### src/rtl/mem_arbiter_if.sv
// Bundle of the icache, dcache and memory-side signals around mem_arbiter.
// The arbiter attaches through the slave modport; the surrounding system uses master.
interface mem_arbiter_if #(
   parameter int XLEN = 32
);
   logic [1:0]      icache2mem_command;
   logic [XLEN-1:0] icache2mem_addr;

   logic [1:0]      dcache2mem_command;
   logic [XLEN-1:0] dcache2mem_addr;
   logic [63:0]     dcache2mem_data;

   logic [3:0]      mem2proc_response;
   logic [63:0]     mem2proc_data;
   logic [3:0]      mem2proc_tag;

   logic [1:0]      proc2mem_command;
   logic [XLEN-1:0] proc2mem_addr;
   logic [63:0]     proc2mem_data;

   logic [3:0]      mem2icache_response;
   logic [63:0]     mem2icache_data;
   logic [3:0]      mem2icache_tag;

   logic [3:0]      mem2dcache_response;
   logic [63:0]     mem2dcache_data;
   logic [3:0]      mem2dcache_tag;

   logic [4:0]      icache_outstanding;
   logic [4:0]      dcache_outstanding;
   logic            arb_error;

   modport slave (
      input  icache2mem_command, icache2mem_addr,
      input  dcache2mem_command, dcache2mem_addr, dcache2mem_data,
      input  mem2proc_response, mem2proc_data, mem2proc_tag,
      output proc2mem_command, proc2mem_addr, proc2mem_data,
      output mem2icache_response, mem2icache_data, mem2icache_tag,
      output mem2dcache_response, mem2dcache_data, mem2dcache_tag,
      output icache_outstanding, dcache_outstanding, arb_error
   );

   modport master (
      output icache2mem_command, icache2mem_addr,
      output dcache2mem_command, dcache2mem_addr, dcache2mem_data,
      output mem2proc_response, mem2proc_data, mem2proc_tag,
      input  proc2mem_command, proc2mem_addr, proc2mem_data,
      input  mem2icache_response, mem2icache_data, mem2icache_tag,
      input  mem2dcache_response, mem2dcache_data, mem2dcache_tag,
      input  icache_outstanding, dcache_outstanding, arb_error
   );
endinterface

### src/rtl/mem_arbiter.sv
// Shares one memory request port between icache and dcache (dcache first, with an
// icache anti-starvation override) and steers tagged load returns back to their owner.
module mem_arbiter #(
   parameter int XLEN         = 32,
   parameter int STARVE_LIMIT = 4
) (
   input logic          clock,
   input logic          reset,
   mem_arbiter_if.slave bus
);
   localparam int SW = $clog2(STARVE_LIMIT + 1);
   localparam logic [1:0]    BUS_NONE     = 2'd0;
   localparam logic [1:0]    BUS_LOAD     = 2'd1;
   localparam logic [SW-1:0] STARVE_MAX   = SW'(STARVE_LIMIT);
   localparam logic          OWNER_ICACHE = 1'b0;
   localparam logic          OWNER_DCACHE = 1'b1;

   typedef enum logic [1:0] {
      GNT_NONE   = 2'd0,
      GNT_ICACHE = 2'd1,
      GNT_DCACHE = 2'd2
   } grant_e;

   grant_e          grant_s;
   logic [1:0]      cmd_s;
   logic [XLEN-1:0] addr_s;
   logic [63:0]     data_s;
   logic [3:0]      i_rsp_s;
   logic [3:0]      d_rsp_s;
   logic [3:0]      i_tag_s;
   logic [3:0]      d_tag_s;
   logic [63:0]     i_data_s;
   logic [63:0]     d_data_s;
   logic            ret_hit_s;
   logic            ret_miss_s;
   logic            alloc_s;
   logic [15:0]     valid_n_s;
   logic [15:0]     owner_n_s;
   logic [SW-1:0]   starve_n_s;

   logic [15:0]     valid_r;
   logic [15:0]     owner_r;
   logic [SW-1:0]   starve_cnt_r;
   logic [4:0]      icache_outstanding_r;
   logic [4:0]      dcache_outstanding_r;
   logic            arb_error_r;

   function automatic logic [4:0] count_owned(input logic [15:0] valid,
                                              input logic [15:0] owner,
                                              input logic        who);
      logic [4:0] cnt;
      cnt = 5'd0;
      for (int i = 0; i < 16; i++) begin
         cnt = cnt + {4'd0, valid[i] & (owner[i] == who)};
      end
      return cnt;
   endfunction

   // Grant selection: dcache wins unless icache has been denied STARVE_LIMIT times in a row.
   always_comb begin
      grant_s = GNT_NONE;
      if (bus.dcache2mem_command != BUS_NONE) begin
         if ((bus.icache2mem_command != BUS_NONE) && (starve_cnt_r == STARVE_MAX)) begin
            grant_s = GNT_ICACHE;
         end else begin
            grant_s = GNT_DCACHE;
         end
      end else if (bus.icache2mem_command != BUS_NONE) begin
         grant_s = GNT_ICACHE;
      end else begin
         grant_s = GNT_NONE;
      end
   end

   // Request mux and response steering toward the granted client.
   always_comb begin
      cmd_s   = BUS_NONE;
      addr_s  = '0;
      data_s  = 64'd0;
      i_rsp_s = 4'd0;
      d_rsp_s = 4'd0;
      case (grant_s)
         GNT_ICACHE: begin
            cmd_s   = bus.icache2mem_command;
            addr_s  = bus.icache2mem_addr;
            i_rsp_s = bus.mem2proc_response;
         end
         GNT_DCACHE: begin
            cmd_s   = bus.dcache2mem_command;
            addr_s  = bus.dcache2mem_addr;
            data_s  = bus.dcache2mem_data;
            d_rsp_s = bus.mem2proc_response;
         end
         default: begin
            cmd_s = BUS_NONE;
         end
      endcase
   end

   // Return path: a nonzero tag is delivered to its recorded owner, or flagged if unknown.
   always_comb begin
      ret_hit_s  = (bus.mem2proc_tag != 4'd0) &&  valid_r[bus.mem2proc_tag];
      ret_miss_s = (bus.mem2proc_tag != 4'd0) && !valid_r[bus.mem2proc_tag];
      i_tag_s    = 4'd0;
      d_tag_s    = 4'd0;
      i_data_s   = 64'd0;
      d_data_s   = 64'd0;
      if (ret_hit_s) begin
         if (owner_r[bus.mem2proc_tag] == OWNER_DCACHE) begin
            d_tag_s  = bus.mem2proc_tag;
            d_data_s = bus.mem2proc_data;
         end else begin
            i_tag_s  = bus.mem2proc_tag;
            i_data_s = bus.mem2proc_data;
         end
      end else begin
         i_tag_s = 4'd0;
      end
   end

   // Next owner table and starvation count; allocation is applied after the return
   // clear so a same-tag reuse in one cycle leaves the entry with its new owner.
   always_comb begin
      valid_n_s = valid_r;
      owner_n_s = owner_r;
      valid_n_s[bus.mem2proc_tag] = valid_r[bus.mem2proc_tag] & ~ret_hit_s;
      alloc_s = (bus.mem2proc_response != 4'd0) &&
                (((grant_s == GNT_ICACHE) && (bus.icache2mem_command == BUS_LOAD)) ||
                 ((grant_s == GNT_DCACHE) && (bus.dcache2mem_command == BUS_LOAD)));
      if (alloc_s) begin
         valid_n_s[bus.mem2proc_response] = 1'b1;
         owner_n_s[bus.mem2proc_response] = (grant_s == GNT_DCACHE) ? OWNER_DCACHE : OWNER_ICACHE;
      end else begin
         owner_n_s = owner_r;
      end
      valid_n_s[0] = 1'b0;
      if ((bus.icache2mem_command != BUS_NONE) && (grant_s == GNT_DCACHE)) begin
         starve_n_s = (starve_cnt_r == STARVE_MAX) ? starve_cnt_r : starve_cnt_r + SW'(1);
      end else begin
         starve_n_s = '0;
      end
   end

   // State registers: owner table, counters and the sticky error flag.
   always_ff @(posedge clock or posedge reset) begin
      if (reset) begin
         valid_r              <= 16'd0;
         owner_r              <= 16'd0;
         starve_cnt_r         <= '0;
         icache_outstanding_r <= 5'd0;
         dcache_outstanding_r <= 5'd0;
         arb_error_r          <= 1'b0;
      end else begin
         valid_r              <= valid_n_s;
         owner_r              <= owner_n_s;
         starve_cnt_r         <= starve_n_s;
         icache_outstanding_r <= count_owned(valid_n_s, owner_n_s, OWNER_ICACHE);
         dcache_outstanding_r <= count_owned(valid_n_s, owner_n_s, OWNER_DCACHE);
         arb_error_r          <= arb_error_r | ret_miss_s;
      end
   end

   assign bus.proc2mem_command    = cmd_s;
   assign bus.proc2mem_addr       = addr_s;
   assign bus.proc2mem_data       = data_s;
   assign bus.mem2icache_response = i_rsp_s;
   assign bus.mem2icache_data     = i_data_s;
   assign bus.mem2icache_tag      = i_tag_s;
   assign bus.mem2dcache_response = d_rsp_s;
   assign bus.mem2dcache_data     = d_data_s;
   assign bus.mem2dcache_tag      = d_tag_s;
   assign bus.icache_outstanding  = icache_outstanding_r;
   assign bus.dcache_outstanding  = dcache_outstanding_r;
   assign bus.arb_error           = arb_error_r;
endmodule

### src/flat_wrapper.sv
// flat-port wrapper written by rule: the top's interface ports become plain ports
module mem_arbiter_flat 
#(
   parameter int XLEN         = 32,
   parameter int STARVE_LIMIT = 4
)
  (clock, reset, bus_icache2mem_command, bus_icache2mem_addr, bus_dcache2mem_command, bus_dcache2mem_addr, bus_dcache2mem_data, bus_mem2proc_response, bus_mem2proc_data, bus_mem2proc_tag, bus_proc2mem_command, bus_proc2mem_addr, bus_proc2mem_data, bus_mem2icache_response, bus_mem2icache_data, bus_mem2icache_tag, bus_mem2dcache_response, bus_mem2dcache_data, bus_mem2dcache_tag, bus_icache_outstanding, bus_dcache_outstanding, bus_arb_error);
  mem_arbiter_if #(.XLEN(XLEN)) bus_i ();
  input logic clock;
  input logic reset;
  input wire logic [$bits(bus_i.icache2mem_command)-1:0] bus_icache2mem_command;
  input wire logic [$bits(bus_i.icache2mem_addr)-1:0] bus_icache2mem_addr;
  input wire logic [$bits(bus_i.dcache2mem_command)-1:0] bus_dcache2mem_command;
  input wire logic [$bits(bus_i.dcache2mem_addr)-1:0] bus_dcache2mem_addr;
  input wire logic [$bits(bus_i.dcache2mem_data)-1:0] bus_dcache2mem_data;
  input wire logic [$bits(bus_i.mem2proc_response)-1:0] bus_mem2proc_response;
  input wire logic [$bits(bus_i.mem2proc_data)-1:0] bus_mem2proc_data;
  input wire logic [$bits(bus_i.mem2proc_tag)-1:0] bus_mem2proc_tag;
  output wire logic [$bits(bus_i.proc2mem_command)-1:0] bus_proc2mem_command;
  output wire logic [$bits(bus_i.proc2mem_addr)-1:0] bus_proc2mem_addr;
  output wire logic [$bits(bus_i.proc2mem_data)-1:0] bus_proc2mem_data;
  output wire logic [$bits(bus_i.mem2icache_response)-1:0] bus_mem2icache_response;
  output wire logic [$bits(bus_i.mem2icache_data)-1:0] bus_mem2icache_data;
  output wire logic [$bits(bus_i.mem2icache_tag)-1:0] bus_mem2icache_tag;
  output wire logic [$bits(bus_i.mem2dcache_response)-1:0] bus_mem2dcache_response;
  output wire logic [$bits(bus_i.mem2dcache_data)-1:0] bus_mem2dcache_data;
  output wire logic [$bits(bus_i.mem2dcache_tag)-1:0] bus_mem2dcache_tag;
  output wire logic [$bits(bus_i.icache_outstanding)-1:0] bus_icache_outstanding;
  output wire logic [$bits(bus_i.dcache_outstanding)-1:0] bus_dcache_outstanding;
  output wire logic [$bits(bus_i.arb_error)-1:0] bus_arb_error;
  assign bus_i.icache2mem_command = bus_icache2mem_command;
  assign bus_i.icache2mem_addr = bus_icache2mem_addr;
  assign bus_i.dcache2mem_command = bus_dcache2mem_command;
  assign bus_i.dcache2mem_addr = bus_dcache2mem_addr;
  assign bus_i.dcache2mem_data = bus_dcache2mem_data;
  assign bus_i.mem2proc_response = bus_mem2proc_response;
  assign bus_i.mem2proc_data = bus_mem2proc_data;
  assign bus_i.mem2proc_tag = bus_mem2proc_tag;
  assign bus_proc2mem_command = bus_i.proc2mem_command;
  assign bus_proc2mem_addr = bus_i.proc2mem_addr;
  assign bus_proc2mem_data = bus_i.proc2mem_data;
  assign bus_mem2icache_response = bus_i.mem2icache_response;
  assign bus_mem2icache_data = bus_i.mem2icache_data;
  assign bus_mem2icache_tag = bus_i.mem2icache_tag;
  assign bus_mem2dcache_response = bus_i.mem2dcache_response;
  assign bus_mem2dcache_data = bus_i.mem2dcache_data;
  assign bus_mem2dcache_tag = bus_i.mem2dcache_tag;
  assign bus_icache_outstanding = bus_i.icache_outstanding;
  assign bus_dcache_outstanding = bus_i.dcache_outstanding;
  assign bus_arb_error = bus_i.arb_error;
  mem_arbiter #(.XLEN(XLEN), .STARVE_LIMIT(STARVE_LIMIT)) u_core (.clock(clock), .reset(reset), .bus(bus_i));
endmodule
### config.mk
export PLATFORM = sky130hd
export DESIGN_NAME = mem_arbiter_flat
export DESIGN_NICKNAME = d
export VERILOG_FILES = /design/src/rtl/mem_arbiter_if.sv /design/src/rtl/mem_arbiter.sv /design/src/flat_wrapper.sv
export SDC_FILE = /design/constraint.sdc
export NUM_CORES = 1
export LEC_CHECK = 0
export BUFFER_PORTS_ARGS = -buffer_cell sky130_fd_sc_hd__buf_2
export CELL_PAD_IN_SITES_DETAIL_PLACEMENT = 0
export CELL_PAD_IN_SITES_GLOBAL_PLACEMENT = 1
export CORE_AREA = 2 2 179 181
export CTS_CLUSTER_DIAMETER = 40
export DETAILED_ROUTE_END_ITERATION = 10
export DIE_AREA = 0 0 181 183
export GPL_TIMING_DRIVEN = 0
export PLACE_DENSITY_LB_ADDON = 0.1
export SYNTH_ARGS = -nofsm -noshare
export SYNTH_HDL_FRONTEND = slang
export SYNTH_SLANG_ARGS = --single-unit
export TNS_END_PERCENT = 100
### constraint.sdc
create_clock -name clock -period 5.5 [get_ports clock]
set_clock_uncertainty 0.1 [all_clocks]
set_input_delay 0.825 -clock clock [delete_from_list [all_inputs] [get_ports clock]]
set_output_delay 0.825 -clock clock [all_outputs]
set_load 0.01 [all_outputs]
[After elaboration in Yosys (flattened, before gate mapping)]
Cells that the tools add are included.
Word-level totals
  bits in registers: 45
  bits of input ports: 206
  output and inout port bits: 253
  logic and storage cells: 141
Cells by class
  $add $sub $neg: 29
  order comparisons: 4
  equal/unequal tests: 6
  mux-type cells: 31
  bitwise gates (word level): 49
  reductions and logical operators: 15
Operators with widths (number)
  64-bit 2-to-1 mux: 5
  5-bit by 1-bit adder with 5-bit output: 26
  32-bit case mux with 2 select lines: 1
  16-bit bitwise mux: 2
  16-bit 2-to-1 mux: 2
  1-bit bitwise AND: 31
  4-bit 2-to-1 mux: 6
  1-bit NOT: 16
  16-bit OR: 1
  4-bit by 5-bit less-than comparator with 1-bit output (second input constant): 2
  1-bit logical AND: 9
  1-bit binary-select mux with 4-bit select: 2
  1-bit demux with 4-bit select: 2
  4-bit by 1-bit >= comparator with 1-bit output (second input constant): 2
  4-bit nonzero test: 2
  2-bit by 1-bit equality test with 1-bit output (second input constant): 3
  1-bit 2-to-1 mux: 6
  3-bit 2-to-1 mux: 2
  1-bit by 1-bit adder with 2-bit output: 2
  2-bit 2-to-1 mux: 2
  2-bit case mux with 2 select lines: 1
  2-bit nonzero test: 2
  3-bit by 1-bit adder with 3-bit output (second input constant): 1
  3-bit equality test (second input constant): 1
  other kinds (5): 5

[Longest topological paths before layout]
Gate-level depths: netlist of the first run.
  depth after elaboration: 25
  mapped depth: 20
  gate-level depth less buffers: 20

[Worst setup path after synthesis of the first run]
OpenSTA, ideal clock, no wires.
  path type: input-to-reg
  start point: in bus_icache2mem_command[1]
  end point: reg u_core.dcache_outstanding_r[4] (netlist: u_core.bus.dcache_outstanding[4])
  arrival time: 5.125 ns
  required time: 5.336 ns
  slack: 0.211 ns
  stages on the path: 18
  path buffers: 3
  cells stage by stage: clkbuf_1 nor2_1 o22ai_1 clkbuf_1 clkbuf_1 mux2i_1 ha_1 inv_1 fa_1 fa_1 fa_1 fa_1 inv_1 ha_1 inv_1 fa_1 nor2b_1 o21a_1
Between the ends
  longest elaborated chain between the ends: 24
  elaborated cells on any way between the ends: 45
  those cells by class: add/sub (14); eq/ne (3); mux (7); bitwise (15); reduce/logical (6)
Ends and longest elaborated chain
  start, declared: RTL line flat_wrapper.sv:11  | input wire logic [$bits(bus_i.icache2mem_command)-1:0] bus_icache2mem_command;
  2-bit nonzero test: RTL line mem_arbiter.sv:63, mem_arbiter.sv:68
  1-bit logical AND: RTL line mem_arbiter.sv:63  | if ((bus.icache2mem_command != BUS_NONE) && (starve_cnt_r == STARVE_MAX)) begin
  2-bit 2-to-1 mux: RTL line mem_arbiter.sv:63
  2-bit 2-to-1 mux: RTL line mem_arbiter.sv:62  | if (bus.dcache2mem_command != BUS_NONE) begin
  2-bit by 1-bit equality test with 1-bit output or 2-bit equality test (tied branches): RTL line mem_arbiter.sv:128, mem_arbiter.sv:129, mem_arbiter.sv:132
  1-bit logical AND (on tied branches): RTL line mem_arbiter.sv:128, mem_arbiter.sv:129
  1-bit logical OR: RTL line mem_arbiter.sv:128  | (((grant_s == GNT_ICACHE) && (bus.icache2mem_command == BUS_LOAD)) ||
  1-bit logical AND: RTL line mem_arbiter.sv:127  | alloc_s = (bus.mem2proc_response != 4'd0) &&
  16-bit 2-to-1 mux: RTL line mem_arbiter.sv:130  | if (alloc_s) begin
  1-bit bitwise AND: RTL line mem_arbiter.sv:54  | cnt = cnt + {4'd0, valid[i] & (owner[i] == who)};
  1-bit by 1-bit adder with 2-bit output: RTL line mem_arbiter.sv:54
  5-bit by 1-bit adder with 5-bit output (12 in series): RTL line mem_arbiter.sv:54
  5-bit by 1-bit adder with 5-bit output *: RTL line mem_arbiter.sv:54
  end signal, assigned: RTL line mem_arbiter.sv:158  | dcache_outstanding_r <= count_owned(valid_n_s, owner_n_s, OWNER_DCACHE);
  end, declared: RTL line mem_arbiter.sv:45  | logic [4:0] dcache_outstanding_r;
Mark *: on every way between the ends. The rest lies on a longest branch, timed or not.
A chain may end at the register's enable or synchronous reset.

[Final worst setup path of the first run]
  start point: in bus_dcache2mem_command[1]
  end point: reg u_core.icache_outstanding_r[4] (netlist: u_core.bus.icache_outstanding[4])
Between the ends
  longest elaborated chain between the ends: 23
  elaborated cells on any way between the ends: 57
  those cells by class: add/sub (14); eq/ne (3); mux (5); bitwise (30); reduce/logical (5)
Ends and longest elaborated chain
  start, declared: RTL line flat_wrapper.sv:13  | input wire logic [$bits(bus_i.dcache2mem_command)-1:0] bus_dcache2mem_command;
  2-bit nonzero test: RTL line mem_arbiter.sv:62
  2-bit 2-to-1 mux: RTL line mem_arbiter.sv:62
  2-bit by 1-bit equality test with 1-bit output or 2-bit equality test (tied branches): RTL line mem_arbiter.sv:128, mem_arbiter.sv:129, mem_arbiter.sv:132
  1-bit logical AND (on tied branches): RTL line mem_arbiter.sv:128, mem_arbiter.sv:129
  1-bit logical OR: RTL line mem_arbiter.sv:128
  1-bit logical AND: RTL line mem_arbiter.sv:127
  16-bit 2-to-1 mux: RTL line mem_arbiter.sv:130
  1-bit NOT: RTL line mem_arbiter.sv:54
  1-bit bitwise AND: RTL line mem_arbiter.sv:54
  1-bit by 1-bit adder with 2-bit output: RTL line mem_arbiter.sv:54
  5-bit by 1-bit adder with 5-bit output (12 in series): RTL line mem_arbiter.sv:54
  5-bit by 1-bit adder with 5-bit output *: RTL line mem_arbiter.sv:54
  end signal, assigned: RTL line mem_arbiter.sv:157  | icache_outstanding_r <= count_owned(valid_n_s, owner_n_s, OWNER_ICACHE);
  end, declared: RTL line mem_arbiter.sv:44  | logic [4:0] icache_outstanding_r;
Marked as above.

==> flow_metrics.env, run 1 <==
export IMPL_run_status="finished clean"
export IMPL_power_density_nw_per_um2=284.6
export IMPL_drt_first_pass_iters=5
export IMPL_path_clk_slew_ns=0.07
export IMPL_drv_slew=0
export IMPL_cts_root_buffer="clkbuf_16"
export IMPL_rr_worst_depth=18
export IMPL_worstMarginPinSlew_ns=0.9576
export IMPL_htree_levels=2
export IMPL_holdBufCountCts=0
export IMPL_leakagePower_nw=5.014
export IMPL_grt_pass1_vias=6685
export IMPL_pwr_share_comb_pct=65.7
export IMPL_multiInputGateArea_um2=3724
export IMPL_fin_area_um2=8278
export IMPL_port_buffers=451
export IMPL_drc=0
export IMPL_layout_drive_gt1_share_pct=46.35
export IMPL_crit_chain="buf_2 -> a21bo_2 -> a21oi_4 -> o21ai_4 -> nand3_2 -> mux2_2 -> ha_1 -> inv_1 -> fa_1 -> fa_1 -> fa_1 -> inv_1 -> fa_1 -> ha_1 -> fa_1 -> a21oi_1 -> nor2b_1"
export IMPL_cp_max_fo=6
export IMPL_cp_end_kind="register"
export IMPL_hold_worst_slack_ns=0.3632
export IMPL_critical_path_buf_inv_count=3
export IMPL_vdd_ir_drop_max_mv=0.1239
export IMPL_dieHeight_um=183
export IMPL_worst_path_most_repeated_cell="fa_1"
export IMPL_post_drt_wl_per_cell_um=18.94
export IMPL_switchingPower_mw=1.088
export IMPL_insertion_delay_ns=0.30
export IMPL_seqPwrFrac_pct=20.6
export IMPL_yosys_register_bits=45
export IMPL_std_cell_rows=65
export IMPL_power_frac_clock_pct=13.7
export IMPL_io_pins=459
export IMPL_floorplan_initialDensity_pct=16.93
export IMPL_nFillCells=3591
export IMPL_cts_sinks=45
export IMPL_drv_cap=0
export IMPL_seq_area_um2=1126
export IMPL_clockBufferDepth=2
export IMPL_dieArea_um2=33120
export IMPL_arrival_ns=5.39
export IMPL_hold_class="reg2reg"
export IMPL_finalWorstSetupSlack_ns=0.2083
export IMPL_setup_viol=0
export IMPL_whs_path_depth=1
export IMPL_critical_path_top_delay_family="adder cells"
export IMPL_synth_distinct_cells=47
export IMPL_critPathKind="in2reg"
export IMPL_grt_usage_pct=16.70
export IMPL_slew_headroom_pct=35.63
export IMPL_totalWireLength_um=29230
export IMPL_synth_avg_cell_area_um2=7.810
export IMPL_grt_pass1_wl_um=41950
export IMPL_dpl_cell_area_um2=8068
export IMPL_area_growth_pct=56.55
export IMPL_yosys_warnings=0
export IMPL_cts_buffers=5
export IMPL_pre_cts_ws_ns=-0.6599
export IMPL_drtAntennaViolNets=0
export IMPL_syn_area_um2=5288
export IMPL_coreArea_um2=31230
export IMPL_rsz0062_at_grt="no"
export IMPL_start_kind="input pin"
export IMPL_overflow=0
export IMPL_cp_required_ns=5.60
export IMPL_place_hpwl_um=25740
export IMPL_min_period_over_period_pct=96.21
export IMPL_period_minus_slack_ns=5.292
export IMPL_syn_inst=677
export IMPL_die_x_um=181
export IMPL_fmax_ghz=0.1890
export IMPL_synth_seq_area_share_pct=21.30
export IMPL_synth_nets=915
export IMPL_via_per_inst=4.235
export IMPL_critPathMaxStageDelay_ns=0.56
export IMPL_antenna_found_initial=4
export IMPL_grt_max_degree=30
export IMPL_slowest_stage="fa_1"
export IMPL_gp_congestion=0.8392
export IMPL_layout_nets=1374
export IMPL_tritoncts="built"
export IMPL_swShare_pct=46.17
export IMPL_detailedRoute_firstIterationViolations=251
export IMPL_vias=6535
export IMPL_cp_depth=17
export IMPL_p_int_mw=1.268
export IMPL_final_hold_viol_count=0
cells in the mapped netlist (all sizes together):
| library cell | instances | area, µm² |
|---|---|---|
| ha | 14 | 175.2 |
| nand3 | 16 | 85.08 |
| a211oi | 1 | 7.510 |
| a21o | 2 | 15.01 |
| a21oi | 39 | 195.2 |
| xnor2 | 4 | 35.03 |
| o31ai | 5 | 37.54 |
| o21ai | 26 | 133.9 |
| buf | 24 | 215.2 |
| clkbuf | 41 | 155.1 |
| nor2b | 10 | 70.06 |
| a21bo | 1 | 10.01 |
| nor2 | 33 | 123.9 |
| nor3 | 3 | 15.01 |
| o211ai | 6 | 45.04 |
| or2 | 2 | 12.52 |
| nand4 | 3 | 18.77 |
| a2111oi | 1 | 8.760 |
| o22a | 1 | 8.760 |
| mux4 | 5 | 116.4 |
| fa | 18 | 360.4 |
| mux2i | 23 | 230.2 |
| nand2 | 83 | 311.6 |
| and2 | 68 | 425.4 |
| o21bai | 1 | 7.510 |
| inv | 27 | 101.4 |
| nand2b | 5 | 31.28 |
| o2bb2a | 5 | 50.05 |
| o32a | 1 | 22.52 |
| and3 | 136 | 855.8 |
| o22ai | 1 | 6.260 |
| nor3b | 6 | 45.04 |
| a31oi | 1 | 12.51 |
| o21a | 2 | 15.01 |
| mux2 | 15 | 168.9 |
| xor2 | 1 | 8.760 |
| dfrtp | 45 | 1126 |
| nor4 | 2 | 25.02 |
cells in the final DEF, fill, tap and decap left out, drive strengths merged, types with 2 or more instances in the layout:
master / Yosys / routed
nor2b: 10 / 10
mux2i: 23 / 23
o2bb2a: 5 / 5
inv: 27 / 29
nand2b: 5 / 5
and3: 136 / 136
mux4: 5 / 5
diode: 0 / 4
nor4: 2 / 2
o211ai: 6 / 6
nand3: 16 / 16
a21o: 2 / 2
xnor2: 4 / 4
nand2: 83 / 83
a21oi: 39 / 39
o21ai: 26 / 26
nor2: 33 / 33
fa: 18 / 18
buf: 24 / 477
and2: 68 / 68
mux2: 15 / 15
ha: 14 / 14
o31ai: 5 / 5
clkbuf: 41 / 45
dfrtp: 45 / 45
nor3b: 6 / 6
nor3: 3 / 3
nand4: 3 / 3
or2: 2 / 2
o21a: 2 / 2
registers in the layout (all words and copies together), names as in the netlist, named ones only:
name,count
u_core.owner_r,15
u_core.bus.arb_error,1
u_core.valid_r,15
u_core.bus.dcache_outstanding,5
u_core.bus.icache_outstanding,5
u_core.starve_cnt_r,3
metal layers:
| metal | vias up | track usage (%) | part of all wire (%) |
|---|---|---|---|
| met5 | - | 0 | 0 |
| met4 | 0 | 3.870 | 1.8 |
| met3 | 25 | 3.495 | 6.6 |
| met2 | 294 | 32.85 | 54 |
| met1 | 2984 | 18.21 | 38 |
| li1 | 3232 | - | - |
power by group through the flow:
stage               clock network [mW]  logic (mW)  registers [mW]
finish                           0.323        1.55           0.484
global route                     0.350        1.75           0.495
CTS                              0.340        1.58           0.485
detailed placement                   0        1.56           0.490
global placement                     0        1.58           0.491
floorplan                            0       0.969           0.482
cell type report:
class | count | share of cell area (%)
Inverter | 27 | 1.224
Timing Repair Buffer | 454 | 27.69
Sequential cell | 45 | 13.60
Multi-Input combinational cell | 540 | 44.98
Antenna cell | 4 | 0.1209
Tap cell | 402 | 6.076
Clock inverter | 3 | 0.3023
Clock buffer | 5 | 1.511
Buffer | 63 | 4.489
worst paths after layout:
path / start / end / slack (ns)
min in group asynchronous: reset / u_core.valid_r[9]$_DFF_PP0_ / 0.42
min: register / register / 0.36
max: bus_dcache2mem_command[1] / u_core.bus.icache_outstanding[4]$_DFF_PP0_ / 0.21
min reg2reg: register / register / 0.36
max reg2reg: u_core.starve_cnt_r[0]$_DFFE_PP0P_ / u_core.bus.icache_outstanding[4]$_DFF_PP0_ / 0.25
max in group asynchronous: reset / u_core.starve_cnt_r[1]$_DFFE_PP0P_ / 4.38
through the flow:
step	utilization (%)	TNS, ns	total power, mW	instances
final	26.51	0	2.356	1543
after detailed placement	25.83	-3.924	2.050	1531
after global routing	26.51	0	2.593	1543
after CTS	26.39	0	2.404	1539
after floorplan	-	0	1.451	677
after global placement	25.77	-4.645	2.074	1530
timing repair:
item	CTS	global route
setup buffers	0	2
resized for setup	7	12
pin swaps	0	1
endpoints found under the setup margin	6	8
kinds of logic (layout without fill, tap and decap cells):
| kind of cell | after synthesis | after routing | share of synthesized area [%] |
|---|---|---|---|
| other cells | 0 | 4 | 0 |
| flops | 45 | 45 | 21.30 |
| fa+ha+maj | 32 | 32 | 10.13 |
| buf+inv | 92 | 552 | 8.921 |
| mux | 43 | 43 | 9.749 |
| xor+xnor | 5 | 5 | 0.8282 |
| simple gates | 367 | 367 | 38.19 |
| compound gates | 93 | 93 | 10.89 |
(Power assumes the default switching activity.)
==> run 2, diff against run 1 <==
--- a/config.mk
+++ b/config.mk
@@ -14,6 +14,7 @@
 export DIE_AREA = 0 0 181 183
 export GPL_TIMING_DRIVEN = 0
 export PLACE_DENSITY_LB_ADDON = 0.1
+export REMOVE_ABC_BUFFERS = 1
 export SYNTH_ARGS = -nofsm -noshare
 export SYNTH_HDL_FRONTEND = slang
 export SYNTH_SLANG_ARGS = --single-unit
==> run 2 against run 1 <==
Net effect:
- total power decreased by 2.9%
- first-iteration DRC count decreased by 20%
- routed wire length decreased by 15%
- worst setup slack improved by 0.0033 ns
- highest routed layer unchanged
- maximum frequency about the same
- combinational power decreased by 6%
- count of clock-buffer cells in the layout unchanged
- critical path depth unchanged
- clock power increased by 7.4%
==> flow_metrics.env, run 2 (synthesized netlist as in run 1, its figures left out) <==
export IMPL_floorplan_initialDensity_pct=16.93
export IMPL_period_minus_slack_ns=5.288
export IMPL_post_drt_wl_per_cell_um=16.70
export IMPL_nFillCells=3537
export IMPL_cts_buffers=5
export IMPL_vias=6361
export IMPL_grt_max_degree=136
export IMPL_place_hpwl_um=19830
export IMPL_cts_root_buffer="clkbuf_16"
export IMPL_insertion_delay_ns=0.29
export IMPL_cp_required_ns=5.59
export IMPL_start_kind="input pin"
export IMPL_rsz0062_at_grt="no"
export IMPL_std_cell_rows=65
export IMPL_layout_nets=1322
export IMPL_arrival_ns=5.37
export IMPL_htree_levels=2
export IMPL_drtAntennaViolNets=0
export IMPL_worst_path_most_repeated_cell="fa_1"
export IMPL_die_x_um=181
export IMPL_clockBufferDepth=2
export IMPL_setup_viol=0
export IMPL_slowest_stage="fa_1"
export IMPL_cp_max_fo=6
export IMPL_totalWireLength_um=24830
export IMPL_dieArea_um2=33120
export IMPL_drv_slew=0
export IMPL_overflow=0
export IMPL_grt_pass1_vias=6122
export IMPL_fmax_ghz=0.1891
export IMPL_instances_no_fill=1487
export IMPL_vdd_ir_drop_max_mv=0.1112
export IMPL_run_status="finished clean"
export IMPL_via_per_inst=4.278
export IMPL_final_common_cell="buf_2"
export IMPL_critPathMaxStageDelay_ns=0.57
export IMPL_drv_cap=0
export IMPL_holdBufCountCts=0
export IMPL_placed_cells=1478
export IMPL_path_clk_slew_ns=0.07
export IMPL_leakagePower_nw=4.903
export IMPL_slew_headroom_pct=21.92
export IMPL_largestRegisters="u_core.owner_r x15, u_core.valid_r x15"
export IMPL_cp_end_kind="register"
export IMPL_antenna_found_initial=2
export IMPL_detailedRoute_firstIterationViolations=200
export IMPL_grt_pass1_wl_um=36160
export IMPL_cts_sinks=45
export IMPL_crit_chain="clkbuf_4 -> a21bo_2 -> a21oi_4 -> o21ai_4 -> nand3_2 -> mux2_2 -> ha_1 -> inv_1 -> fa_1 -> fa_1 -> fa_1 -> inv_1 -> fa_1 -> ha_1 -> fa_1 -> a21oi_1 -> nor2b_1"
export IMPL_area_growth_pct=52.84
export IMPL_port_buffers=458
export IMPL_io_pins=459
export IMPL_dieHeight_um=183
export IMPL_hold_class="reg2reg"
export IMPL_min_period_over_period_pct=96.15
export IMPL_coreArea_um2=31230
export IMPL_layout_drive_gt1_share_pct=47.23
export IMPL_drc=0
export IMPL_tritoncts="built"
export IMPL_critPathKind="in2reg"
export IMPL_hold_worst_slack_ns=0.2827
export IMPL_final_cell_mix="buf_2 (455), and3_1 (135), nand2_1 (83), and2_1 (68), dfrtp_1 (45)"
export IMPL_final_hold_viol_count=0
export IMPL_gp_congestion=0.7368
export IMPL_worstMarginPinSlew_ns=1.171
export IMPL_grt_usage_pct=13.96
export IMPL_power_density_nw_per_um2=283.0
export IMPL_drt_first_pass_iters=4
## run 2: cell types whose count changed in the layout (fill, tap and decap cells not counted), sizes merged
cell      before  now
buf          477  462
bufinv         0    1
clkbuf        45    8
clkinv         0    1
clkinvlp       1    0
diode          4    1
inv           29   27
## run 2: what timing repair did
action / 4_1_cts / 5_1_grt
pin swaps: 1 / 1
buffers inserted: 1 / 0
setup endpoints to repair: 7 / 7
hold endpoints to repair: 0 / 0
resized for setup: 2 / 13
## run 2: critical path: cells and delay by family
kind | cells | cell delay, ns
compound gates | 4 | 0.71
fa+ha+maj | 7 | 2.99
buf+inv | 3 | 0.31
mux | 1 | 0.35
simple gates | 2 | 0.18
## run 2: cell type report
type	count	area (µm²)	share of cell area, %
antenna	1	2.502	0.03096
clock buffer	5	125.1	1.548
clock inverter	2	35.03	0.4335
inverter	27	101.3	1.254
multi-input combinational	540	3767	46.62
sequential	45	1126	13.93
tap	402	503.0	6.224
timing repair buffer	465	2421	29.96
## run 2: stage by stage
| stage | total power, mW | setup TNS, ns | setup WS, ns | instance area (µm²) | util (%) |
|---|---|---|---|---|---|
| floorplan | 1.374 | -12.12 | -1.374 | 4917 | - |
| global placement | 1.992 | -87.92 | -4.282 | 7712 | 24.70 |
| detailed placement | 1.975 | -3.117 | -0.5186 | 7858 | 25.16 |
| CTS | 2.340 | 0 | 0.01146 | 8036 | 25.73 |
| global route | 2.526 | 0 | 0.007745 | 8082 | 25.88 |
| finish | 2.287 | 0 | 0.2116 | 8082 | 25.88 |
## run 2: power by group
group	internal, mW	switching, mW
combinational	0.622	0.831
sequential	0.426	0.0616
clock	0.211	0.135
## run 2: final timing paths
check	startpoint	to	slack, ns	cells past startpoint
max	bus_dcache2mem_command[1]	u_core.bus.icache_outstanding[4]$_DFF_PP0_	0.21	17
min	register	register	0.28	0
max reg2reg	u_core.starve_cnt_r[0]$_DFFE_PP0P_	u_core.bus.icache_outstanding[4]$_DFF_PP0_	0.29	18
min reg2reg	register	register	0.28	0
max in group asynchronous	reset	u_core.starve_cnt_r[1]$_DFFE_PP0P_	4.33	3
min in group asynchronous	reset	u_core.bus.dcache_outstanding[1]$_DFF_PP0_	0.45	2
## run 2: layer usage
layer / vias to the layer above / part of all wire (%) / track usage, %
met5: - / 0 / 0
met3: 32 / 7.5 / 3.157
met4: 0 / 3.4 / 5.431
met1: 2903 / 37 / 14.60
met2: 292 / 52 / 27.02
li1: 3134 / - / -
